`src/rtl/pipe_hazard_exc_ctrl_if.sv`:
```
// Signal bundle between the 5-stage pipeline datapath and its hazard/exception
// controller.
//   master : pipeline side. It drives the ID/EX status, irq and mem_busy, and it
//            receives the enables, flushes, strobes, vector and return address.
//   slave  : controller side (pipe_hazard_exc_ctrl).
// There is no valid/ready handshake here. EX_valid marks a real instruction in
// EX, and the controller answers in the same cycle through pc_write/ifid_write
// (hold) and ifid_flush/idex_flush (bubble). A strobe or flush is only meaningful
// in the cycle it is high, and the datapath must register it at the next clk edge.
interface pipe_hazard_exc_ctrl_if #(
  parameter int CNT_W = 16
);
  logic [4:0]       ID_rs;
  logic [4:0]       ID_rt;
  logic             ID_uses_rt;
  logic             ID_jump;
  logic             EX_valid;
  logic             EX_MemRead;
  logic [4:0]       EX_rt;
  logic             EX_branch_taken;
  logic             EX_illop;
  logic [31:0]      EX_PC;
  logic             irq;
  logic             mem_busy;
  logic             pc_write;
  logic             ifid_write;
  logic             ifid_flush;
  logic             idex_flush;
  logic             exmem_illop;
  logic             exmem_xadr;
  logic [31:0]      exc_ret;
  logic             pc_vec_sel;
  logic [31:0]      exc_vec;
  logic [CNT_W-1:0] exc_count;
  logic [1:0]       state;

  modport master (
    output ID_rs, ID_rt, ID_uses_rt, ID_jump, EX_valid, EX_MemRead, EX_rt,
           EX_branch_taken, EX_illop, EX_PC, irq, mem_busy,
    input  pc_write, ifid_write, ifid_flush, idex_flush, exmem_illop,
           exmem_xadr, exc_ret, pc_vec_sel, exc_vec, exc_count, state
  );

  modport slave (
    input  ID_rs, ID_rt, ID_uses_rt, ID_jump, EX_valid, EX_MemRead, EX_rt,
           EX_branch_taken, EX_illop, EX_PC, irq, mem_busy,
    output pc_write, ifid_write, ifid_flush, idex_flush, exmem_illop,
           exmem_xadr, exc_ret, pc_vec_sel, exc_vec, exc_count, state
  );
endinterface

```
`src/rtl/pipe_hazard_exc_ctrl.sv`:
```
// Central sequencing controller for the 5-stage pipeline.
// It handles load-use, branch and jump hazards, and it takes illegal-opcode and
// external-interrupt exceptions. While data memory is busy it stalls the whole pipe.
// Ports:
//   clk, reset : clock and asynchronous active-high reset.
//   bus        : pipe_hazard_exc_ctrl_if.slave. ID/EX status, irq and mem_busy
//                come in. PC/IF-ID enables, flushes, illop/xadr strobes,
//                exc_ret/exc_vec/pc_vec_sel, the saturating exc_count and the
//                debug state (0 RUN, 1 DRAIN, 2 ENTER) go out.
// Per-cycle priority: mem_busy > exception > branch > load-use > jump.
module pipe_hazard_exc_ctrl #(
  parameter logic [31:0] ILLOP_VEC = 32'h80000004,
  parameter logic [31:0] IRQ_VEC   = 32'h80000008,
  parameter int          CNT_W     = 16
) (
  input logic             clk,
  input logic             reset,
  pipe_hazard_exc_ctrl_if.slave bus
);

  typedef enum logic [1:0] {
    S_RUN   = 2'd0,
    S_DRAIN = 2'd1,
    S_ENTER = 2'd2
  } state_t;

  localparam logic [CNT_W-1:0] CNT_ONE = CNT_W'(1);

  state_t           state_q, state_d;
  logic             irq_d_q;
  logic             irq_pend_q;
  // Exception latched while memory is busy. It is replayed when DRAIN exits.
  logic             cause_illop_q;
  logic             cause_irq_q;
  logic [31:0]      ret_q;
  // An illop seen during ENTER is parked here and taken in the following RUN cycle.
  logic             held_q;
  logic [31:0]      held_ret_q;
  logic [CNT_W-1:0] count_q;

  logic        ex_illop;
  logic        irq_ok;
  logic        irq_rise;
  logic        load_use;
  logic        run_illop;
  logic        run_irq;
  logic [31:0] run_ret;

  logic        take;
  logic        take_illop;
  logic        take_irq;
  logic [31:0] take_ret;
  logic        latch;
  logic        hold_set;
  logic        hazard_en;
  logic        stall;

  logic        pc_write;
  logic        ifid_write;
  logic        ifid_flush;
  logic        idex_flush;
  logic        exmem_illop;
  logic        exmem_xadr;
  logic        pc_vec_sel;
  logic [31:0] exc_vec;
  logic [31:0] exc_ret;

  assign ex_illop = bus.EX_valid & bus.EX_illop;
  // An interrupt may only land on a real user-mode instruction that is not itself illegal.
  assign irq_ok   = irq_pend_q & bus.EX_valid & ~bus.EX_PC[31] & ~bus.EX_illop;
  assign irq_rise = bus.irq & ~irq_d_q;
  assign load_use = bus.EX_MemRead & (bus.EX_rt != 5'd0) &
                    ((bus.EX_rt == bus.ID_rs) |
                     (bus.ID_uses_rt & (bus.EX_rt == bus.ID_rt)));

  // A parked illop outranks whatever is in EX now. An illop always beats an irq.
  assign run_illop = held_q | ex_illop;
  assign run_irq   = ~run_illop & irq_ok;
  // An interrupted instruction is re-executed, so its own PC is the return address.
  assign run_ret   = held_q   ? held_ret_q :
                     ex_illop ? bus.EX_PC + 32'd4 : bus.EX_PC;

  // Next-state and action selection.
  always_comb begin
    state_d    = state_q;
    take       = 1'b0;
    take_illop = 1'b0;
    take_irq   = 1'b0;
    take_ret   = 32'h0;
    latch      = 1'b0;
    hold_set   = 1'b0;
    hazard_en  = 1'b0;
    stall      = 1'b0;
    case (state_q)
      S_RUN: begin
        if (run_illop | run_irq) begin
          if (bus.mem_busy) begin
            stall   = 1'b1;
            latch   = 1'b1;
            state_d = S_DRAIN;
          end else begin
            take       = 1'b1;
            take_illop = run_illop;
            take_irq   = run_irq;
            take_ret   = run_ret;
            state_d    = S_ENTER;
          end
        end else if (bus.mem_busy) begin
          stall = 1'b1;
        end else begin
          hazard_en = 1'b1;
        end
      end
      S_DRAIN: begin
        // EX inputs are ignored here. Only the latched exception can fire.
        if (bus.mem_busy) begin
          stall = 1'b1;
        end else begin
          take       = 1'b1;
          take_illop = cause_illop_q;
          take_irq   = cause_irq_q;
          take_ret   = ret_q;
          state_d    = S_ENTER;
        end
      end
      S_ENTER: begin
        state_d = S_RUN;
        // If the pipe is stalled, the illop stays in EX and is seen again in RUN.
        hold_set = ex_illop & ~bus.mem_busy;
        if (bus.mem_busy) stall = 1'b1;
        else              hazard_en = 1'b1;
      end
      default: state_d = S_RUN;
    endcase
  end

  // Output decode.
  always_comb begin
    pc_write    = 1'b1;
    ifid_write  = 1'b1;
    ifid_flush  = 1'b0;
    idex_flush  = 1'b0;
    exmem_illop = 1'b0;
    exmem_xadr  = 1'b0;
    pc_vec_sel  = 1'b0;
    exc_vec     = 32'h0;
    exc_ret     = 32'h0;
    if (stall) begin
      pc_write   = 1'b0;
      ifid_write = 1'b0;
    end else if (take) begin
      exmem_illop = take_illop;
      exmem_xadr  = take_irq;
      pc_vec_sel  = 1'b1;
      exc_vec     = take_illop ? ILLOP_VEC : IRQ_VEC;
      exc_ret     = take_ret;
      ifid_flush  = 1'b1;
      idex_flush  = 1'b1;
    end else if (hazard_en) begin
      if (bus.EX_branch_taken) begin
        ifid_flush = 1'b1;
        idex_flush = 1'b1;
      end else if (load_use) begin
        // The stall also covers a jump in ID. The jump is retried next cycle.
        pc_write   = 1'b0;
        ifid_write = 1'b0;
        idex_flush = 1'b1;
      end else if (bus.ID_jump) begin
        ifid_flush = 1'b1;
      end
    end
  end

  always_ff @(posedge clk or posedge reset) begin
    if (reset) begin
      state_q       <= S_RUN;
      irq_d_q       <= 1'b0;
      irq_pend_q    <= 1'b0;
      cause_illop_q <= 1'b0;
      cause_irq_q   <= 1'b0;
      ret_q         <= 32'h0;
      held_q        <= 1'b0;
      held_ret_q    <= 32'h0;
      count_q       <= '0;
    end else begin
      state_q <= state_d;
      irq_d_q <= bus.irq;
      // A new edge in the same cycle as the xadr strobe keeps the interrupt pending.
      if (irq_rise)        irq_pend_q <= 1'b1;
      else if (exmem_xadr) irq_pend_q <= 1'b0;

      if (latch) begin
        cause_illop_q <= run_illop;
        cause_irq_q   <= run_irq;
        ret_q         <= run_ret;
      end else if (take && (state_q == S_DRAIN)) begin
        cause_illop_q <= 1'b0;
        cause_irq_q   <= 1'b0;
      end

      if (hold_set) begin
        held_q     <= 1'b1;
        held_ret_q <= bus.EX_PC + 32'd4;
      end else if ((state_q == S_RUN) && (take || latch)) begin
        held_q <= 1'b0;
      end

      if (take && (count_q != '1)) count_q <= count_q + CNT_ONE;
    end
  end

  assign bus.pc_write    = pc_write;
  assign bus.ifid_write  = ifid_write;
  assign bus.ifid_flush  = ifid_flush;
  assign bus.idex_flush  = idex_flush;
  assign bus.exmem_illop = exmem_illop;
  assign bus.exmem_xadr  = exmem_xadr;
  assign bus.pc_vec_sel  = pc_vec_sel;
  assign bus.exc_vec     = exc_vec;
  assign bus.exc_ret     = exc_ret;
  assign bus.exc_count   = count_q;
  assign bus.state       = state_q;

endmodule

```
`src/flat_wrapper.sv`:
```
// flat-port wrapper written by rule: the top's interface ports become plain ports
module pipe_hazard_exc_ctrl_flat 
#(
  parameter logic [31:0] ILLOP_VEC = 32'h80000004,
  parameter logic [31:0] IRQ_VEC   = 32'h80000008,
  parameter int          CNT_W     = 16
)
  (clk, reset, bus_ID_rs, bus_ID_rt, bus_ID_uses_rt, bus_ID_jump, bus_EX_valid, bus_EX_MemRead, bus_EX_rt, bus_EX_branch_taken, bus_EX_illop, bus_EX_PC, bus_irq, bus_mem_busy, bus_pc_write, bus_ifid_write, bus_ifid_flush, bus_idex_flush, bus_exmem_illop, bus_exmem_xadr, bus_exc_ret, bus_pc_vec_sel, bus_exc_vec, bus_exc_count, bus_state);
  pipe_hazard_exc_ctrl_if #(.CNT_W(CNT_W)) bus_i ();
  input logic clk;
  input logic reset;
  input wire logic [$bits(bus_i.ID_rs)-1:0] bus_ID_rs;
  input wire logic [$bits(bus_i.ID_rt)-1:0] bus_ID_rt;
  input wire logic [$bits(bus_i.ID_uses_rt)-1:0] bus_ID_uses_rt;
  input wire logic [$bits(bus_i.ID_jump)-1:0] bus_ID_jump;
  input wire logic [$bits(bus_i.EX_valid)-1:0] bus_EX_valid;
  input wire logic [$bits(bus_i.EX_MemRead)-1:0] bus_EX_MemRead;
  input wire logic [$bits(bus_i.EX_rt)-1:0] bus_EX_rt;
  input wire logic [$bits(bus_i.EX_branch_taken)-1:0] bus_EX_branch_taken;
  input wire logic [$bits(bus_i.EX_illop)-1:0] bus_EX_illop;
  input wire logic [$bits(bus_i.EX_PC)-1:0] bus_EX_PC;
  input wire logic [$bits(bus_i.irq)-1:0] bus_irq;
  input wire logic [$bits(bus_i.mem_busy)-1:0] bus_mem_busy;
  output wire logic [$bits(bus_i.pc_write)-1:0] bus_pc_write;
  output wire logic [$bits(bus_i.ifid_write)-1:0] bus_ifid_write;
  output wire logic [$bits(bus_i.ifid_flush)-1:0] bus_ifid_flush;
  output wire logic [$bits(bus_i.idex_flush)-1:0] bus_idex_flush;
  output wire logic [$bits(bus_i.exmem_illop)-1:0] bus_exmem_illop;
  output wire logic [$bits(bus_i.exmem_xadr)-1:0] bus_exmem_xadr;
  output wire logic [$bits(bus_i.exc_ret)-1:0] bus_exc_ret;
  output wire logic [$bits(bus_i.pc_vec_sel)-1:0] bus_pc_vec_sel;
  output wire logic [$bits(bus_i.exc_vec)-1:0] bus_exc_vec;
  output wire logic [$bits(bus_i.exc_count)-1:0] bus_exc_count;
  output wire logic [$bits(bus_i.state)-1:0] bus_state;
  assign bus_i.ID_rs = bus_ID_rs;
  assign bus_i.ID_rt = bus_ID_rt;
  assign bus_i.ID_uses_rt = bus_ID_uses_rt;
  assign bus_i.ID_jump = bus_ID_jump;
  assign bus_i.EX_valid = bus_EX_valid;
  assign bus_i.EX_MemRead = bus_EX_MemRead;
  assign bus_i.EX_rt = bus_EX_rt;
  assign bus_i.EX_branch_taken = bus_EX_branch_taken;
  assign bus_i.EX_illop = bus_EX_illop;
  assign bus_i.EX_PC = bus_EX_PC;
  assign bus_i.irq = bus_irq;
  assign bus_i.mem_busy = bus_mem_busy;
  assign bus_pc_write = bus_i.pc_write;
  assign bus_ifid_write = bus_i.ifid_write;
  assign bus_ifid_flush = bus_i.ifid_flush;
  assign bus_idex_flush = bus_i.idex_flush;
  assign bus_exmem_illop = bus_i.exmem_illop;
  assign bus_exmem_xadr = bus_i.exmem_xadr;
  assign bus_exc_ret = bus_i.exc_ret;
  assign bus_pc_vec_sel = bus_i.pc_vec_sel;
  assign bus_exc_vec = bus_i.exc_vec;
  assign bus_exc_count = bus_i.exc_count;
  assign bus_state = bus_i.state;
  pipe_hazard_exc_ctrl #(.ILLOP_VEC(ILLOP_VEC), .IRQ_VEC(IRQ_VEC), .CNT_W(CNT_W)) u_core (.clk(clk), .reset(reset), .bus(bus_i));
endmodule
```
`config.mk`:
```
export PLATFORM = sky130hd
export DESIGN_NAME = pipe_hazard_exc_ctrl_flat
export DESIGN_NICKNAME = d
export VERILOG_FILES = /design/src/rtl/pipe_hazard_exc_ctrl_if.sv /design/src/rtl/pipe_hazard_exc_ctrl.sv /design/src/flat_wrapper.sv
export SDC_FILE = /design/constraint.sdc
export NUM_CORES = 1
export LEC_CHECK = 0
export ABC_AREA = 0
export CORE_UTILIZATION = 55
export DETAILED_ROUTE_END_ITERATION = 8
export GPL_TIMING_DRIVEN = 0
export PLACE_DENSITY = 0.85
export SLEW_MARGIN = 15
export SYNTH_ARGS = -nofsm -noshare
export SYNTH_HDL_FRONTEND = slang
export SYNTH_SLANG_ARGS = --single-unit
```
`constraint.sdc`:
```
create_clock -name clk -period 5.4 [get_ports clk]
set_input_delay 1.08 -clock clk [delete_from_list [all_inputs] [get_ports clk]]
set_output_delay 1.08 -clock clk [all_outputs]
set_load 0.005 [all_outputs]
```
---- Word level (Yosys, flattened, before mapping) ----
Index checks and enable logic that the tools add are counted.
cells by class
  add/sub/neg operators ................... 2
  equal/unequal tests ..................... 7
  muxes and demuxes ....................... 62
  bitwise operators ....................... 18
  reduce and logical (&&, ||, !) cells .... 11
operators by type and width
  operator               count
  $mux 32                9
  $pmux 32 s2            1
  $mux 1                 43
  $add 32x3->32 const B  1
  $add 16x1->16 const B  1
  $ne 16x16->1 const B   1
  $and 1x1->1            10
  $eq 5x5->1             2
  $pmux 1 s2             4
  $mux 2                 3
  $reduce_bool 2->1      3
  $not 1->1              5
  $reduce_bool 5->1      1
  $mux 4                 1
  $pmux 2 s2             1
  $logic_and 1x1->1      3
  $or 1x1->1             3
  $reduce_or 3->1        1
  $eq 2x1->1 const B     1
  $eq 2x2->1 const B     1
  $logic_not 2->1        1
  $ne 2x1->1 const B     1
  $ne 2x2->1 const B     1
  $reduce_and 2->1       1
  $logic_or 1x1->1       1
word-level totals
  flip-flop bits (word level) ............. 87
  bits of input ports ..................... 57
  output and inout bits ................... 89
  word-level logic and storage cells ...... 109

---- Logic depth before layout (Yosys ltp) ----
  depth after elaboration ................. 11
  gate-level depth with buffers ........... 8
  gate-level depth less buffers ........... 6

---- Worst setup path after synthesis ----
OpenSTA, ideal clock, no wires.
  kind .................................... in2out
  start ................................... input port bus_EX_PC[6]
  end ..................................... output port bus_exc_ret[15]
  arrival time ............................ 2372 ps
  data required time ...................... 4320 ps
  path slack .............................. 1948 ps
  stages .................................. 8
  path buffers ............................ 3
  path through ............................ buf_2 > and4_1 > buf_4 > and3_1 > buf_2 > nand4_1 > mux2i_1 > a32o_1
between the ends
  word-level cells in the longest chain between the ends .. 8
RTL lines
  item                RTL line                     text
  start: declaration  flat_wrapper.sv:21           input wire logic [$bits(bus_i.EX_PC)-1:0] bus_EX_PC;
  $add 32x3->32       pipe_hazard_exc_ctrl.sv:81   ex_illop ? bus.EX_PC + 32'd4 : bus.EX_PC;
  $mux 32             pipe_hazard_exc_ctrl.sv:81
  $mux 32             pipe_hazard_exc_ctrl.sv:80   assign run_ret = held_q ? held_ret_q :
  $mux 32             pipe_hazard_exc_ctrl.sv:97   if (bus.mem_busy) begin
  $mux 32             pipe_hazard_exc_ctrl.sv:96   if (run_illop | run_irq) begin
  $pmux 32 s2         pipe_hazard_exc_ctrl.sv:94   case (state_q)
  $mux 32             pipe_hazard_exc_ctrl.sv:151  end else if (take) begin
  $mux 32             pipe_hazard_exc_ctrl.sv:148  if (stall) begin
  end: declaration    flat_wrapper.sv:30           output wire logic [$bits(bus_i.exc_ret)-1:0] bus_exc_ret;
No other way between the ends.

---- Worst setup path after layout ----
  start ................................... input port bus_EX_PC[31]
  end ..................................... output port bus_exc_ret[29]
between the ends
  word-level cells in the longest chain between the ends .. 9
  elaborated cells between the ends (all ways) .. 11
  classes of those cells .................. 6 x mux; 5 x bitwise
RTL lines
  item                                       RTL line                     text
  $not 1->1 (*)                              pipe_hazard_exc_ctrl.sv:70   assign irq_ok = irq_pend_q & bus.EX_valid & ~bus.EX_PC[31] & ~bus.EX_illop;
  $and 1x1->1 (*) (2 in a row)               pipe_hazard_exc_ctrl.sv:70
  $and 1x1->1 (*)                            pipe_hazard_exc_ctrl.sv:78   assign run_irq = ~run_illop & irq_ok;
  $or 1x1->1 (*)                             pipe_hazard_exc_ctrl.sv:96
  $mux 32 or $mux 1 (tied branches)          pipe_hazard_exc_ctrl.sv:96
  $pmux 32 s2 or $pmux 1 s2 (tied branches)  pipe_hazard_exc_ctrl.sv:94
  $mux 32 (*)                                pipe_hazard_exc_ctrl.sv:151
  $mux 32 (*)                                pipe_hazard_exc_ctrl.sv:148
Every way passes the cells marked *; elsewhere a longest branch is shown, timed or not.

==> flow_metrics.env <==
export IMPL_status="finished clean"
export IMPL_wl_per_cell_um=18.2
export IMPL_ios=146
export IMPL_yosysWarnings=0
export IMPL_drive_above_1_share=0.117
export IMPL_wirelength_um=18100
export IMPL_worst_pin_slew_ns=0.731
export IMPL_first_iter_violations=611
export IMPL_ys_ff_latch=87
export IMPL_finClkSkew_ns=0.00544
export IMPL_grt_pass1_vias=5823
export IMPL_area_delta_synth_final_pct=27.1
export IMPL_fin_crit_sh=0.906
export IMPL_core_um2=10400
export IMPL_synth_cells=704
export IMPL_setup_viol=0
export IMPL_fmax_ghz=0.205
export IMPL_tns_ns=0
export IMPL_synth_edf_count=0
export IMPL_place_congestion=0.939
export IMPL_synth_seq_area_share=0.365
export IMPL_critPathLaunchType="input port"
export IMPL_cts_tree="yes"
export IMPL_dpl_hpwl_um=13300
export IMPL_h_tree_depth=3
export IMPL_criticalPathCategory="input port to output pin"
export IMPL_p_int_w=0.00144
export IMPL_p_sw_w=0.000659
export IMPL_clock_path_buffers=2
export IMPL_synth_ff_type="dfrtp_1"
export IMPL_netlist_area_um2=5960
export IMPL_num_rows=37
export IMPL_whs_ns=0.446
export IMPL_viasPerCell=6.05
export IMPL_vias=6000
export IMPL_cp_max_fo=10
export IMPL_port_buffer_count=108
export IMPL_antenna_found_initial=0
export IMPL_hold_violations=0
export IMPL_cp_data_required_time_ns=4.32
export IMPL_combPwrFrac=0.283
export IMPL_start_util=0.573
export IMPL_die_width_um=106
export IMPL_grt_pass1_wl_um=29300
export IMPL_drv_cap=0
export IMPL_ys_types=58
export IMPL_nets=911
export IMPL_firstDrtPassIters=7
export IMPL_clk_transition_reported_paths_ns=0.08
export IMPL_cts_root_buf="clkbuf_8"
export IMPL_numCtsBuffers=9
export IMPL_nFillCells=828
export IMPL_layout_commonest_cell="clkdlybuf4s50_1"
export IMPL_ctsHoldBuffers=0
export IMPL_cts_setup_buffers=0
export IMPL_slew_headroom=0.512
export IMPL_clock_latency_ns=0.37
export IMPL_pwr_share_seq=0.455
export IMPL_antenna_diode_count=0
export IMPL_synth_async_sr_flop_share=1.00
export IMPL_cp_data_arrival_time_ns=3.81
export IMPL_maxSlewViolCount=0
export IMPL_peakVddDrop_mv=0.169
export IMPL_min_period_ns=4.89
export IMPL_switching_share=0.314
export IMPL_die_y_um=106
export IMPL_power_density_nw_per_um2=277
export IMPL_p_clk_frac=0.262
export IMPL_grt_remaining_overflow=0
export IMPL_cp_end_kind="output pin"
export IMPL_drc=0
export IMPL_drtAntennaViolNets=0
export IMPL_cts_num_sinks=87
export IMPL_gr_usage_all_layers=0.334
export IMPL_dieArea_um2=11300
export IMPL_hold_path_class="flip-flop to flip-flop"
export IMPL_final_cell_mix="clkdlybuf4s50_1, nand2_1, dfrtp_1"
export IMPL_syn_avg_cell_area_um2=8.47
export IMPL_power_leakage_nw=3.11
export IMPL_rsz0062_at_grt="no"
export IMPL_ctsResizeCount=0
export IMPL_grt_max_degree=49
## layer usage
metal	track usage	vias up	wire length, um
li1	-	2718	-
met1	0.431	2842	7070
met2	0.531	363	8560
met3	0.0613	77	1760
met4	0.174	0	675
met5	0.0238	-	0
## final timing paths
check	startpoint	to	slack, ns	cells after the start
setup / recovery	bus_EX_PC[31]	bus_exc_ret[29]	0.51	8
hold / removal	u_core.irq_d_q$_DFF_PP0_	u_core.irq_pend_q$_DFFE_PP0P_	0.45	1
setup reg to reg	u_core.held_q$_DFFE_PP0P_	u_core.ret_q[21]$_DFFE_PP0P_	3.19	8
hold reg to reg	u_core.irq_d_q$_DFF_PP0_	u_core.irq_pend_q$_DFFE_PP0P_	0.45	1
max in group asynchronous	reset	u_core.held_ret_q[4]$_DFFE_PP0P_	3.65	3
min in group asynchronous	reset	u_core.bus.exc_count[12]$_DFFE_PP0P_	1.11	2
## final cells by class
class	count	area (um^2)	share of cell area
Clock buffer	10	138	0.0181
Tap cell	136	170	0.0224
Multi-Input combinational cell	555	3370	0.444
Timing Repair Buffer	109	1110	0.146
Inverter	9	36.3	0.00478
Buffer	81	488	0.0643
Sequential cell	87	2180	0.287
Clock inverter	4	95.1	0.0125
## flip-flops by register name, indices dropped and copies added, names as in the netlist
register and flops:
u_core.bus.exc_count 16, u_core.bus.state 2, u_core.cause_illop_q 1, u_core.cause_irq_q 1
u_core.held_q 1, u_core.held_ret_q 32, u_core.irq_d_q 1, u_core.irq_pend_q 1
u_core.ret_q 32
## cells by family after synthesis
| kind of cell | Yosys count | share of synthesized area |
|---|---|---|
| AO/OA/AOI/OAI | 152 | 0.157 |
| XOR/XNOR | 73 | 0.107 |
| adder cells (fa/ha/maj) | 2 | 0.00419 |
| buffers and inverters | 90 | 0.0875 |
| flip-flops | 87 | 0.365 |
| multiplexers | 17 | 0.0302 |
| other | 1 | 0.000629 |
| AND/OR/NAND/NOR | 282 | 0.248 |
## synth_stat cells, types with 5 or more instances
cell | n | area share
o21ai_0 | 71 | 0.060
a21oi_1 | 15 | 0.013
o221ai_1 | 5 | 0.0073
o21ai_1 | 7 | 0.0059
and4_1 | 7 | 0.010
nor3_1 | 17 | 0.014
nor2_1 | 45 | 0.028
o22ai_1 | 7 | 0.0073
xnor2_1 | 49 | 0.072
mux2i_1 | 9 | 0.015
nand2b_1 | 7 | 0.0073
nor2b_1 | 5 | 0.0052
inv_1 | 9 | 0.0057
and3_1 | 11 | 0.012
a22o_1 | 5 | 0.0073
mux2_2 | 8 | 0.015
buf_2 | 18 | 0.015
nor4_1 | 14 | 0.015
a22oi_1 | 12 | 0.015
xor2_1 | 24 | 0.035
o211ai_1 | 6 | 0.0076
nand3_1 | 28 | 0.023
clkbuf_1 | 22 | 0.014
dfrtp_1 | 87 | 0.37
nand2_1 | 104 | 0.065
nor4_2 | 6 | 0.013
nand4_1 | 14 | 0.015
buf_4 | 35 | 0.044
## power by group through the flow
stage          sequential [W]  clock [W]  combinational, W
6_report             0.000956   0.000551          0.000594
4_1_cts              0.000953   0.000555          0.000590
3_5_place_dp         0.000965          0          0.000585
3_3_place_gp         0.000951          0          0.000559
5_1_grt              0.000979   0.000587          0.000650
2_1_floorplan        0.000934          0          0.000343
## critical path, cell delays in order
cell and delay (ns):
clkdlybuf4s50_1 0.55, nor2b_1 0.26, o21ai_0 0.18, a21boi_2 0.36
nand2_2 0.24, buf_2 0.28, o21ai_0 0.29, clkdlybuf4s50_1 0.56
## metrics by stage
| stage | setup slack [ns] | utilization | cells | power, W | area, um^2 |
|---|---|---|---|---|---|
| finish | 0.510 | 0.728 | 991 | 0.00210 | 7580 |
| global route | 0.404 | 0.728 | 991 | 0.00222 | 7580 |
| CTS | 0.602 | 0.728 | 991 | 0.00210 | 7580 |
| detailed placement | 0.614 | 0.706 | 977 | 0.00155 | 7350 |
| global placement | 0.607 | 0.703 | 976 | 0.00151 | 7320 |
| floorplan | 1.95 | - | 732 | 0.00128 | 6070 |
Note: power is estimated with default switching activity, not from simulation.
